[config.mk]
export PLATFORM = sky130hd
export DESIGN_NAME = alu_pipe
export DESIGN_NICKNAME = d
export VERILOG_FILES = /design/src/rtl/alu_pipe_pkg.sv /design/src/rtl/alu_pipe_core.sv /design/src/rtl/alu_pipe.sv
export SDC_FILE = /design/constraint.sdc
export NUM_CORES = 1
export LEC_CHECK = 0
export CAP_MARGIN = 0
export CORE_AREA = 2 2 160 162
export DETAILED_ROUTE_END_ITERATION = 10
export DIE_AREA = 0 0 162 164
export GPL_ROUTABILITY_DRIVEN = 0
export PLACE_DENSITY = 0.68
export SLEW_MARGIN = 20
export SYNTH_ARGS = -nofsm -noshare
export SYNTH_HDL_FRONTEND = slang
export SYNTH_SLANG_ARGS = --single-unit
[constraint.sdc]
create_clock -name clk -period 6.5 [get_ports clk]
set_input_delay 1.3 -clock clk [delete_from_list [all_inputs] [get_ports clk]]
set_output_delay 1.3 -clock clk [all_outputs]
set_load 0.1 [all_outputs]
[src/rtl/alu_pipe_pkg.sv]
// Shared types and constants for the alu_pipe block: opcode and FSM state
// enums, flag bit positions, and a helper that packs the four flag bits.
// The optional macro ALU_PIPE_BARREL_EN is consumed by alu_pipe and
// alu_pipe_core, not here.
package alu_pipe_pkg;

  typedef enum logic [3:0] {
    OP_ZERO   = 4'h0,
    OP_PASSA  = 4'h1,
    OP_PASSB  = 4'h2,
    OP_NOTA   = 4'h3,
    OP_INCA   = 4'h4,
    OP_INCB   = 4'h5,
    OP_DECA   = 4'h6,
    OP_ADD    = 4'h7,
    OP_SUB    = 4'h8,
    OP_AND    = 4'h9,
    OP_OR     = 4'hA,
    OP_XOR    = 4'hB,
    OP_SHL    = 4'hC,
    OP_SHR    = 4'hD,
    OP_BSWAP  = 4'hE,
    OP_PARITY = 4'hF
  } op_e;

  typedef enum logic {
    ST_IDLE  = 1'b0,
    ST_SHIFT = 1'b1
  } state_e;

  // Bit positions inside flags = {N,Z,C,V}
  localparam int FLAG_N = 3;
  localparam int FLAG_Z = 2;
  localparam int FLAG_C = 1;
  localparam int FLAG_V = 0;

  function automatic logic [3:0] pack_flags(input logic n, input logic z,
                                            input logic c, input logic v);
    logic [3:0] f;
    f         = '0;
    f[FLAG_N] = n;
    f[FLAG_Z] = z;
    f[FLAG_C] = c;
    f[FLAG_V] = v;
    return f;
  endfunction

endpackage

[src/rtl/alu_pipe_core.sv]
// Combinational result/flag datapath for every single-cycle operation.
// With ALU_PIPE_BARREL_EN defined the shifts are full barrel shifts;
// otherwise only shift amounts 0 and 1 are resolved here and alu_pipe
// sequences larger amounts one bit per cycle.
module alu_pipe_core
  import alu_pipe_pkg::*;
#(
  parameter int WIDTH = 32,
  parameter int SHW   = $clog2(WIDTH)
) (
  input  logic [3:0]       opcode,
  input  logic [WIDTH-1:0] a,
  input  logic [WIDTH-1:0] b,
  output logic [WIDTH-1:0] result,
  output logic [3:0]       flags
);

  op_e              w_op;
  logic [SHW-1:0]   w_amt;
  logic             w_oor;
  logic [WIDTH-1:0] w_x;
  logic [WIDTH-1:0] w_y;
  logic             w_sub;
  logic [WIDTH:0]   w_sum;
  logic             w_ovf;
  // Shift vectors carry one extra bit holding the last bit shifted out:
  // bit WIDTH for left shifts, bit 0 for right shifts.
  logic [WIDTH:0]   w_shl;
  logic [WIDTH:0]   w_shr;
  logic [WIDTH-1:0] w_rev;
  logic [WIDTH-1:0] w_res;
  logic             w_c;
  logic             w_v;

  assign w_op  = op_e'(opcode);
  assign w_amt = b[SHW-1:0];
  assign w_oor = |b[WIDTH-1:SHW];

  // Operand selection for the shared adder/subtractor (opcodes 4..8)
  always_comb begin
    // NOTE: every variable gets a default first so no path infers a latch.
    w_x   = a;
    w_y   = b;
    w_sub = 1'b0;
    case (w_op)
      OP_INCA: w_y = WIDTH'(1);
      OP_INCB: begin w_x = b; w_y = WIDTH'(1); end
      OP_DECA: begin w_y = WIDTH'(1); w_sub = 1'b1; end
      OP_SUB:  w_sub = 1'b1;
      default: ;
    endcase
  end

  // Bit WIDTH of the widened sum is carry-out for add, borrow-out for sub
  assign w_sum = w_sub ? ({1'b0, w_x} - {1'b0, w_y}) : ({1'b0, w_x} + {1'b0, w_y});
  assign w_ovf = w_sub ? ((w_x[WIDTH-1] != w_y[WIDTH-1]) && (w_sum[WIDTH-1] != w_x[WIDTH-1]))
                       : ((w_x[WIDTH-1] == w_y[WIDTH-1]) && (w_sum[WIDTH-1] != w_x[WIDTH-1]));

`ifdef ALU_PIPE_BARREL_EN
  assign w_shl = {1'b0, a} << w_amt;
  assign w_shr = {a, 1'b0} >> w_amt;
`else
  assign w_shl = (w_amt == SHW'(1)) ? {a, 1'b0} : {1'b0, a};
  assign w_shr = (w_amt == SHW'(1)) ? {1'b0, a} : {a, 1'b0};
`endif

  // Byte-order reverse of A
  always_comb begin
    w_rev = '0;
    for (int i = 0; i < WIDTH / 8; i++) begin
      w_rev[8*i +: 8] = a[WIDTH-8-8*i +: 8];
    end
  end

  // Result, carry and overflow per opcode
  always_comb begin
    w_res = '0;
    w_c   = 1'b0;
    w_v   = 1'b0;
    case (w_op)
      OP_ZERO:   w_res = '0;
      OP_PASSA:  w_res = a;
      OP_PASSB:  w_res = b;
      OP_NOTA:   w_res = ~a;
      OP_INCA, OP_INCB, OP_DECA, OP_ADD, OP_SUB: begin
        w_res = w_sum[WIDTH-1:0];
        w_c   = w_sum[WIDTH];
        w_v   = w_ovf;
      end
      OP_AND:    w_res = a & b;
      OP_OR:     w_res = a | b;
      OP_XOR:    w_res = a ^ b;
      OP_SHL: if (!w_oor) begin
        w_res = w_shl[WIDTH-1:0];
        w_c   = w_shl[WIDTH];
      end
      OP_SHR: if (!w_oor) begin
        w_res = w_shr[WIDTH:1];
        w_c   = w_shr[0];
      end
      OP_BSWAP:  w_res = w_rev;
      OP_PARITY: w_res = {{(WIDTH-1){1'b0}}, ^a};
      default:   w_res = '0;
    endcase
  end

  assign result = w_res;
  assign flags  = pack_flags(w_res[WIDTH-1], w_res == '0, w_c, w_v);

endmodule

[src/rtl/alu_pipe.sv]
// alu_pipe: valid/ready ALU with a registered result and {N,Z,C,V} flags.
// Default build shifts by more than one bit iteratively (one bit per cycle in
// ST_SHIFT); defining ALU_PIPE_BARREL_EN makes every opcode single-cycle and
// removes the FSM. Results and flags are identical in both builds.
module alu_pipe
  import alu_pipe_pkg::*;
#(
  parameter int WIDTH = 32,
  parameter int SHW   = $clog2(WIDTH)
) (
  input  logic             clk,
  input  logic             rst_n,
  input  logic             in_valid,
  output logic             in_ready,
  input  logic [3:0]       opcode,
  input  logic [WIDTH-1:0] a,
  input  logic [WIDTH-1:0] b,
  output logic             out_valid,
  input  logic             out_ready,
  output logic [WIDTH-1:0] result,
  output logic [3:0]       flags
);

  logic             r_init;       // low in reset, high from the first edge after release
  logic             r_out_valid;
  logic [WIDTH-1:0] r_result;
  logic [3:0]       r_flags;

  logic             w_accept;
  logic [WIDTH-1:0] w_core_result;
  logic [3:0]       w_core_flags;

  alu_pipe_core #(
    .WIDTH (WIDTH),
    .SHW   (SHW)
  ) u_core (
    .opcode (opcode),
    .a      (a),
    .b      (b),
    .result (w_core_result),
    .flags  (w_core_flags)
  );

`ifdef ALU_PIPE_BARREL_EN
  assign in_ready = r_init && (!r_out_valid || out_ready);
`else
  state_e           r_state;
  logic [SHW-1:0]   r_cnt;
  logic [WIDTH:0]   r_work;       // same extended layout as the core's shift vectors
  logic             r_left;
  logic             w_go_iter;
  logic [WIDTH:0]   w_step;
  logic [WIDTH-1:0] w_fin_res;
  logic             w_fin_c;

  assign in_ready  = r_init && (r_state == ST_IDLE) && (!r_out_valid || out_ready);
  assign w_go_iter = ((op_e'(opcode) == OP_SHL) || (op_e'(opcode) == OP_SHR)) &&
                     !(|b[WIDTH-1:SHW]) && (b[SHW-1:0] > SHW'(1));
  assign w_step    = r_left ? {r_work[WIDTH-1:0], 1'b0} : {1'b0, r_work[WIDTH:1]};
  assign w_fin_res = r_left ? w_step[WIDTH-1:0] : w_step[WIDTH:1];
  assign w_fin_c   = r_left ? w_step[WIDTH] : w_step[0];
`endif

  assign w_accept  = in_valid && in_ready;
  assign out_valid = r_out_valid;
  assign result    = r_result;
  assign flags     = r_flags;

  // Handshake, output register and (default build) iterative shift FSM
  always_ff @(posedge clk or negedge rst_n) begin
    if (!rst_n) begin
      r_init      <= 1'b0;
      r_out_valid <= 1'b0;
      r_result    <= '0;
      r_flags     <= '0;
`ifndef ALU_PIPE_BARREL_EN
      r_state     <= ST_IDLE;
      r_cnt       <= '0;
      r_work      <= '0;
      r_left      <= 1'b0;
`endif
    end else begin
      // NOTE: non-blocking assignments so every register samples pre-edge values;
      // a later assignment in this block overrides the consume-clear below.
      r_init <= 1'b1;
      if (r_out_valid && out_ready) r_out_valid <= 1'b0;
`ifdef ALU_PIPE_BARREL_EN
      if (w_accept) begin
        r_result    <= w_core_result;
        r_flags     <= w_core_flags;
        r_out_valid <= 1'b1;
      end
`else
      case (r_state)
        ST_IDLE: begin
          if (w_accept) begin
            if (w_go_iter) begin
              // First bit is shifted on the accept edge; the counter covers the rest.
              r_left  <= (op_e'(opcode) == OP_SHL);
              r_work  <= (op_e'(opcode) == OP_SHL) ? {a, 1'b0} : {1'b0, a};
              r_cnt   <= b[SHW-1:0] - SHW'(2);
              r_state <= ST_SHIFT;
            end else begin
              r_result    <= w_core_result;
              r_flags     <= w_core_flags;
              r_out_valid <= 1'b1;
            end
          end
        end
        ST_SHIFT: begin
          if (r_cnt == '0) begin
            r_result    <= w_fin_res;
            r_flags     <= pack_flags(w_fin_res[WIDTH-1], w_fin_res == '0, w_fin_c, 1'b0);
            r_out_valid <= 1'b1;
            r_state     <= ST_IDLE;
          end else begin
            r_work <= w_step;
            r_cnt  <= r_cnt - SHW'(1);
          end
        end
        default: r_state <= ST_IDLE;
      endcase
`endif
    end
  end

endmodule

# Word level (Yosys, flattened, before mapping)
# Index checks and enable logic that the tools add are counted.
# op_classes
add_sub_neg,4
magnitude_cmp,1
n_mux,43
n_eq_ne,24
n_bitwise,5
n_reduce_logical,24
# op_table
op,n
32-bit case mux with 12 select lines,1
33-bit 2-to-1 mux,8
32-bit 2-to-1 mux,8
33-bit case mux with 2 select lines,1
32-bit zero test,2
32-bit case mux with 2 select lines,1
32-bit by 32-bit adder with 33-bit output,1
32-bit by 32-bit subtractor with 33-bit output,1
32-bit bitwise AND,1
4-bit equality test (second input constant),8
32-bit NOT,1
32-bit OR,1
32-bit XOR reduction,1
32-bit XOR,1
27-bit OR reduction,1
4-bit by 3-bit equality test with 1-bit output (second input constant),4
5-bit 2-to-1 mux,3
1-bit 2-to-1 mux,13
4-bit 2-to-1 mux,3
5-bit case mux with 2 select lines,1
3-bit AND reduction,3
4-bit by 2-bit equality test with 1-bit output (second input constant),2
1-bit logical AND,8
2-bit != test (second input constant),4
19 further kinds,23
# totals
out_inout_bits,38
elab_cells,109
reg_bits,78

# Depth between registers and ports, before layout
# logic_depth
depth_word,12
depth_mapped,26

# Modules after synthesis
# Synthesis repeated with hierarchy kept, for this count alone.
# unflattened
cells_unflattened,1790
area_unflattened_um2,12832.3
# modules_own_cells
module,seq_area_each_um2,instances,cells_each,area_per_inst_um2
alu_pipe_core,0.0,1,1259,7826.3
alu_pipe,1951.9,1,531,5006.1

# Worst setup path before layout
# OpenSTA, ideal clock, no wires.
# synth_timing
path_kind,input port to flip-flop
start,in opcode[1]
end,"reg r_flags[2], in the netlist flags[2]"
path_slack_ns,0.332
path_stages,24
n_path_buf,6
arrival_time_ns,6.042
cell_sequence,buf_2 > buf_2 > clkbuf_1 > clkbuf_1 > buf_2 > nand2_1 > nand2_1 > buf_2 > nand2_1 > a21oi_1 > a31oi_1 > and2_1 > fa_1 > and2b_1 > o2111a_1 > o21ai_1 > o311a_1 > o311ai_1 > nor4b_1 > nor4_1 > and4_1 > and4_1 > and4b_1 > a221o_1
# synth_via
elab_chain_cells,10
word_cells_on_any_way,35
classes_between,add/sub (2); eq/ne (16); mux (8); reduce/logical (9)
# synth_lines
item,line,rtl
start: declaration,alu_pipe.sv:15,"input logic [3:0] opcode,"
4-bit by 3-bit equality test with 1-bit output,"alu_pipe_core.sv:45, alu_pipe_core.sv:80",
3-bit OR reduction (no source line),--,
32-bit 2-to-1 mux,alu_pipe_core.sv:45,case (w_op)
32-bit by 32-bit adder with 33-bit output / 32-bit by 32-bit subtractor with 33-bit output (equally long branches),alu_pipe_core.sv:55,"assign w_sum = w_sub ? ({1'b0, w_x} - {1'b0, w_y}) : ({1'b0, w_x} + {1'b0, w_y});"
33-bit 2-to-1 mux,alu_pipe_core.sv:55,
32-bit case mux with 12 select lines,alu_pipe_core.sv:80,case (w_op)
32-bit zero test,alu_pipe_core.sv:108,"assign flags = pack_flags(w_res[WIDTH-1], w_res == '0, w_c, w_v);"
4-bit 2-to-1 mux,alu_pipe.sv:97,if (w_go_iter) begin
4-bit 2-to-1 mux,alu_pipe.sv:96,if (w_accept) begin
4-bit case mux with 2 select lines,alu_pipe.sv:94,case (r_state)
end signal: assignment,alu_pipe.sv:105,r_flags <= w_core_flags;
end signal: assignment,alu_pipe.sv:113,"r_flags <= pack_flags(w_fin_res[WIDTH-1], w_fin_res == '0, w_fin_c, 1'b0);"
end: declaration,alu_pipe.sv:27,logic [3:0] r_flags;
# Parallel ways exist; a longest one is shown, timed or not. The select of a mux whose other input is x is not followed.
# A chain may end at the register's enable or synchronous reset.

# Worst setup path in the final report
# layout_timing
start,in b[1]
end,"reg r_flags[2], in the netlist flags[2]"
# layout_via
elab_chain_cells,8
word_cells_on_any_way,22
classes_between,add/sub (2); order compare (1); eq/ne (2); mux (11); bitwise (3); reduce/logical (3)
# layout_lines
item,line,rtl
start: declaration,alu_pipe.sv:17,"input logic [WIDTH-1:0] b,"
32-bit 2-to-1 mux / 5-bit by 1-bit equality test with 1-bit output (equally long branches),"alu_pipe_core.sv:45, alu_pipe_core.sv:63, alu_pipe_core.sv:64",
32-bit by 32-bit adder with 33-bit output (tied with other cells),alu_pipe_core.sv:55,
33-bit 2-to-1 mux (tied with other cells),alu_pipe_core.sv:55,
32-bit case mux with 12 select lines,alu_pipe_core.sv:80,
32-bit zero test,alu_pipe_core.sv:108,
4-bit 2-to-1 mux,alu_pipe.sv:97,
4-bit 2-to-1 mux,alu_pipe.sv:96,
4-bit case mux with 2 select lines,alu_pipe.sv:94,
# Parallel ways exist; a longest one is shown, timed or not. The select of a mux whose other input is x is not followed.

==> results.toml <==
[run_status]
status = "finished clean"

[clock_tree]
clock-root-buffer = "clkbuf_16"
ctsHtreeMaxLevel = 3
cts_max_path_buffers = 2
clk_latency_ns = 0.34
tritoncts = "yes"
cts_buffers = 9
cts_setup_buffers = 0
clock_sinks = 77
cts.clk_slew.worst_paths_ns = 0.06

[worst_setup_path]
path_cells = "clkdlybuf4s50_1, nor4_4, nand2_1, or3_4, or3_1, nor3_2, nand3_1, a21oi_2, buf_4, a21oi_1, a31oi_1, o21ai_1, ha_1, nand4_1, nor2_1, nand2_1, a31oi_1, o22ai_1, xor2_1, o221ai_1, nor3_1, and4b_1, a221o_1"
start_kind = "primary input"
cpMaxStageDelayCell = "clkdlybuf4s50_1"
arrival_ns = 6.44
reg2reg_depth = 13
reg2reg_slack_ns = 3.03
slowest_delay_ns = 0.48
crit_family = "simple AND/OR/NAND/NOR gates"
cp.required_ns = 6.72
crit_path_end_kind = "flop"
r2r_start = "r_cnt[0]"
worst-path-buf-inv = 2
worst-setup-path-type = "in2reg"
r2r_end = "flags[2]"
crit_start = "b[1]"
critPathMaxFanout = 6

[yosys]
synth_cell_types = 101
synth-seq-cells = 77
yosysTopAreaCell = "dfrtp_1"
ys.flop_type = "dfrtp_1"
async_flop_share = 1.00
synth_top_area_frac = 0.157
yosysSeqAreaShare = 0.157
synthCells = 1802
synthTopCellsByArea = "dfrtp_1 (16%), ha_1 (11%), nand2_1 (9.4%)"
synth_edf_count = 0
avgSynthCellArea_sq_um = 6.79
syn_area_sq_mm = 0.0122
syn_nets = 1978
yosys_warnings = 0

[die]
boundaryPins = 110
initial_utilization = 0.493
core_area_sq_mm = 0.0248
die_w_um = 162
design.die.area_sq_mm = 0.0266
die_y_um = 164
rows = 58

[final_layout]
nets = 2041
n_antenna_cell = 0
nFillCells = 2419
syn2layout_area_growth_pct = 15.8
drive_gt1_frac = 0.0872
finalNonFillerCells = 2199

[sta]
finalMaxSlewViolations = 0
grt_setup_unrepaired = "false"
final-setup-viol-count = 0
fmax_mhz = 161
hold_viol_final = 0
fin_tns_setup_ns = 0
period_minus_slack_ns = 6.22
max_slew_margin = 0.317
finClkSkew_ns = 0.00933
tightest_slew_ns = 1.02
finalCritPeriodShare = 0.957

[grt]
grt_max_degree = 108
grt_pass1_vias = 13229
track_usage = 0.378
antenna_found_initial = 1
grt.overflow.total = 0
grt_pass1_wl_um = 77700

[flow_run]
drv_cap = 0

[pwr]
ir_drop_uv = 211
powerDensity_mw_per_mm2 = 191
fin_total_pwr_mw = 2.71
p_leak_nw = 5.77

[placement]
io_buffers = 109
place_inst = 2184
dpl.hpwl_um = 39300

[routing]
wirelength_um = 51300
firstDrtPassIters = 7
wire_per_inst_um = 23.3
drcViolationCount = 0
drt_iter0_markers = 2227
ant_nets = 0
vias_per_cell = 6.68
route.vias.total = 14691

[min_path]
hold_depth = 2
hold_path.class = "reg2reg"
worstHoldStart = "result[12]"
hold_path_end = "result[12]"
==> worst max-delay path by stage <==
stage | endpoint | slack, ns | cells past startpoint
6_report | flags[2] | 0.28 | 23
5_1_grt | flags[2] | 0.007 | 21
4_1_cts | flags[2] | 0.34 | 20
3_5_place_dp | flags[2] | 0.02 | 22
3_3_place_gp | flags[2] | 0.1 | 20
2_1_floorplan | flags[2] | 0.33 | 24
==> cell families (layout without fill, tap and decap cells) <==
group                      Yosys count  count (layout)  share of synthesized area
AOI/OAI and AO/OA                  621             621                      0.322
buffers and inverters              235             302                     0.0779
other                                1               1                   0.000306
DFF                                 77              77                      0.157
xor gates and xnor gates            64              64                     0.0458
and+or+nand+nor                    662             662                      0.256
muxes                               38              38                     0.0332
adders and majority gates          104             104                      0.107
==> flip-flops by register name (all words and copies together), names as in the netlist <==
register,cells
r_work,33
r_left,1
r_state,1
r_cnt,5
r_init,1
flags,3
result,32
out_valid,1
==> layout make-up <==
| cell class | count | area (sq um) | area share |
|---|---|---|---|
| Sequential cell | 77 | 1930 | 0.136 |
| Clock inverter | 4 | 97.6 | 0.00689 |
| Clock buffer | 11 | 233 | 0.0164 |
| Multi-Input combinational cell | 1490 | 9410 | 0.664 |
| Inverter | 84 | 315 | 0.0222 |
| Timing Repair Buffer | 203 | 1770 | 0.125 |
| Tap cell | 330 | 413 | 0.0291 |
==> power by group <==
part	internal (mW)	switching (mW)	total [mW]
registers	0.529	0.0298	0.559
logic	0.498	1.09	1.59
clock network	0.373	0.197	0.570
==> cell usage after synthesis, types with 8 or more instances <==
master    count
nand2_1     307
o21ai_0     153
a21oi_1     147
nor2_1      125
clkbuf_1    108
ha_1        103
inv_1        81
dfrtp_1      77
nand3_1      65
xnor2_1      50
o21ai_1      48
a31oi_1      35
nor3_1       27
mux2i_1      26
o211ai_1     24
a22oi_1      22
a211oi_1     21
buf_2        21
nor2b_1      20
nand4_1      19
o22ai_1      15
a21o_1       14
and2_1       14
buf_1        14
xor2_1       14
nor4_1       13
nand2b_1     12
o221ai_1     12
a221oi_1     11
and3_1       11
mux2_2        9
o21a_1        8
o21bai_1      8
o311ai_0      8
==> metal layers <==
layer / wire (um) / vias to the layer above / track usage
li1: - / 6654 / -
met1: 19900 / 6701 / 0.497
met2: 21400 / 1084 / 0.577
met3: 6680 / 250 / 0.0891
met4: 3340 / 2 / 0.199
met5: 13 / - / 0
==> cells in the final DEF (no fill, tap or decap), types with 21 or more instances in the layout <==
cell,n
a22oi_1,22
a31oi_1,35
xnor2_1,50
nor2_1,123
a21oi_1,146
nor3_1,27
ha_1,102
a211oi_1,21
buf_4,95
o21ai_1,47
dfrtp_1,76
mux2i_1,26
inv_1,81
o21ai_0,153
o211ai_1,24
nand3_1,64
nand2_1,307
clkdlybuf4s50_1,104
==> tightest hold or removal path, stage by stage, from the launching register on <==
cell and delay, ns:
dfrtp_1 0.34, nand2_1 0.05, o31ai_1 0.05
==> metrics by stage <==
| step | util | worst slack [ns] | cell area (sq um) | hold slack [ns] |
|---|---|---|---|---|
| floorplan | - | 0.332 | 12200 | 0.456 |
| global placement | 0.557 | 0.0952 | 13800 | 0.469 |
| detailed placement | 0.557 | 0.0240 | 13800 | 0.473 |
| CTS | 0.570 | 0.345 | 14200 | 0.485 |
| global route | 0.571 | 0.00722 | 14200 | 0.517 |
| finish | 0.571 | 0.280 | 14200 | 0.480 |
==> what timing repair did <==
action	CTS	global route
hold buffers	0	0
setup endpoints to repair	0	1
resized for setup	0	3
Power figures use the tool's default switching activity.
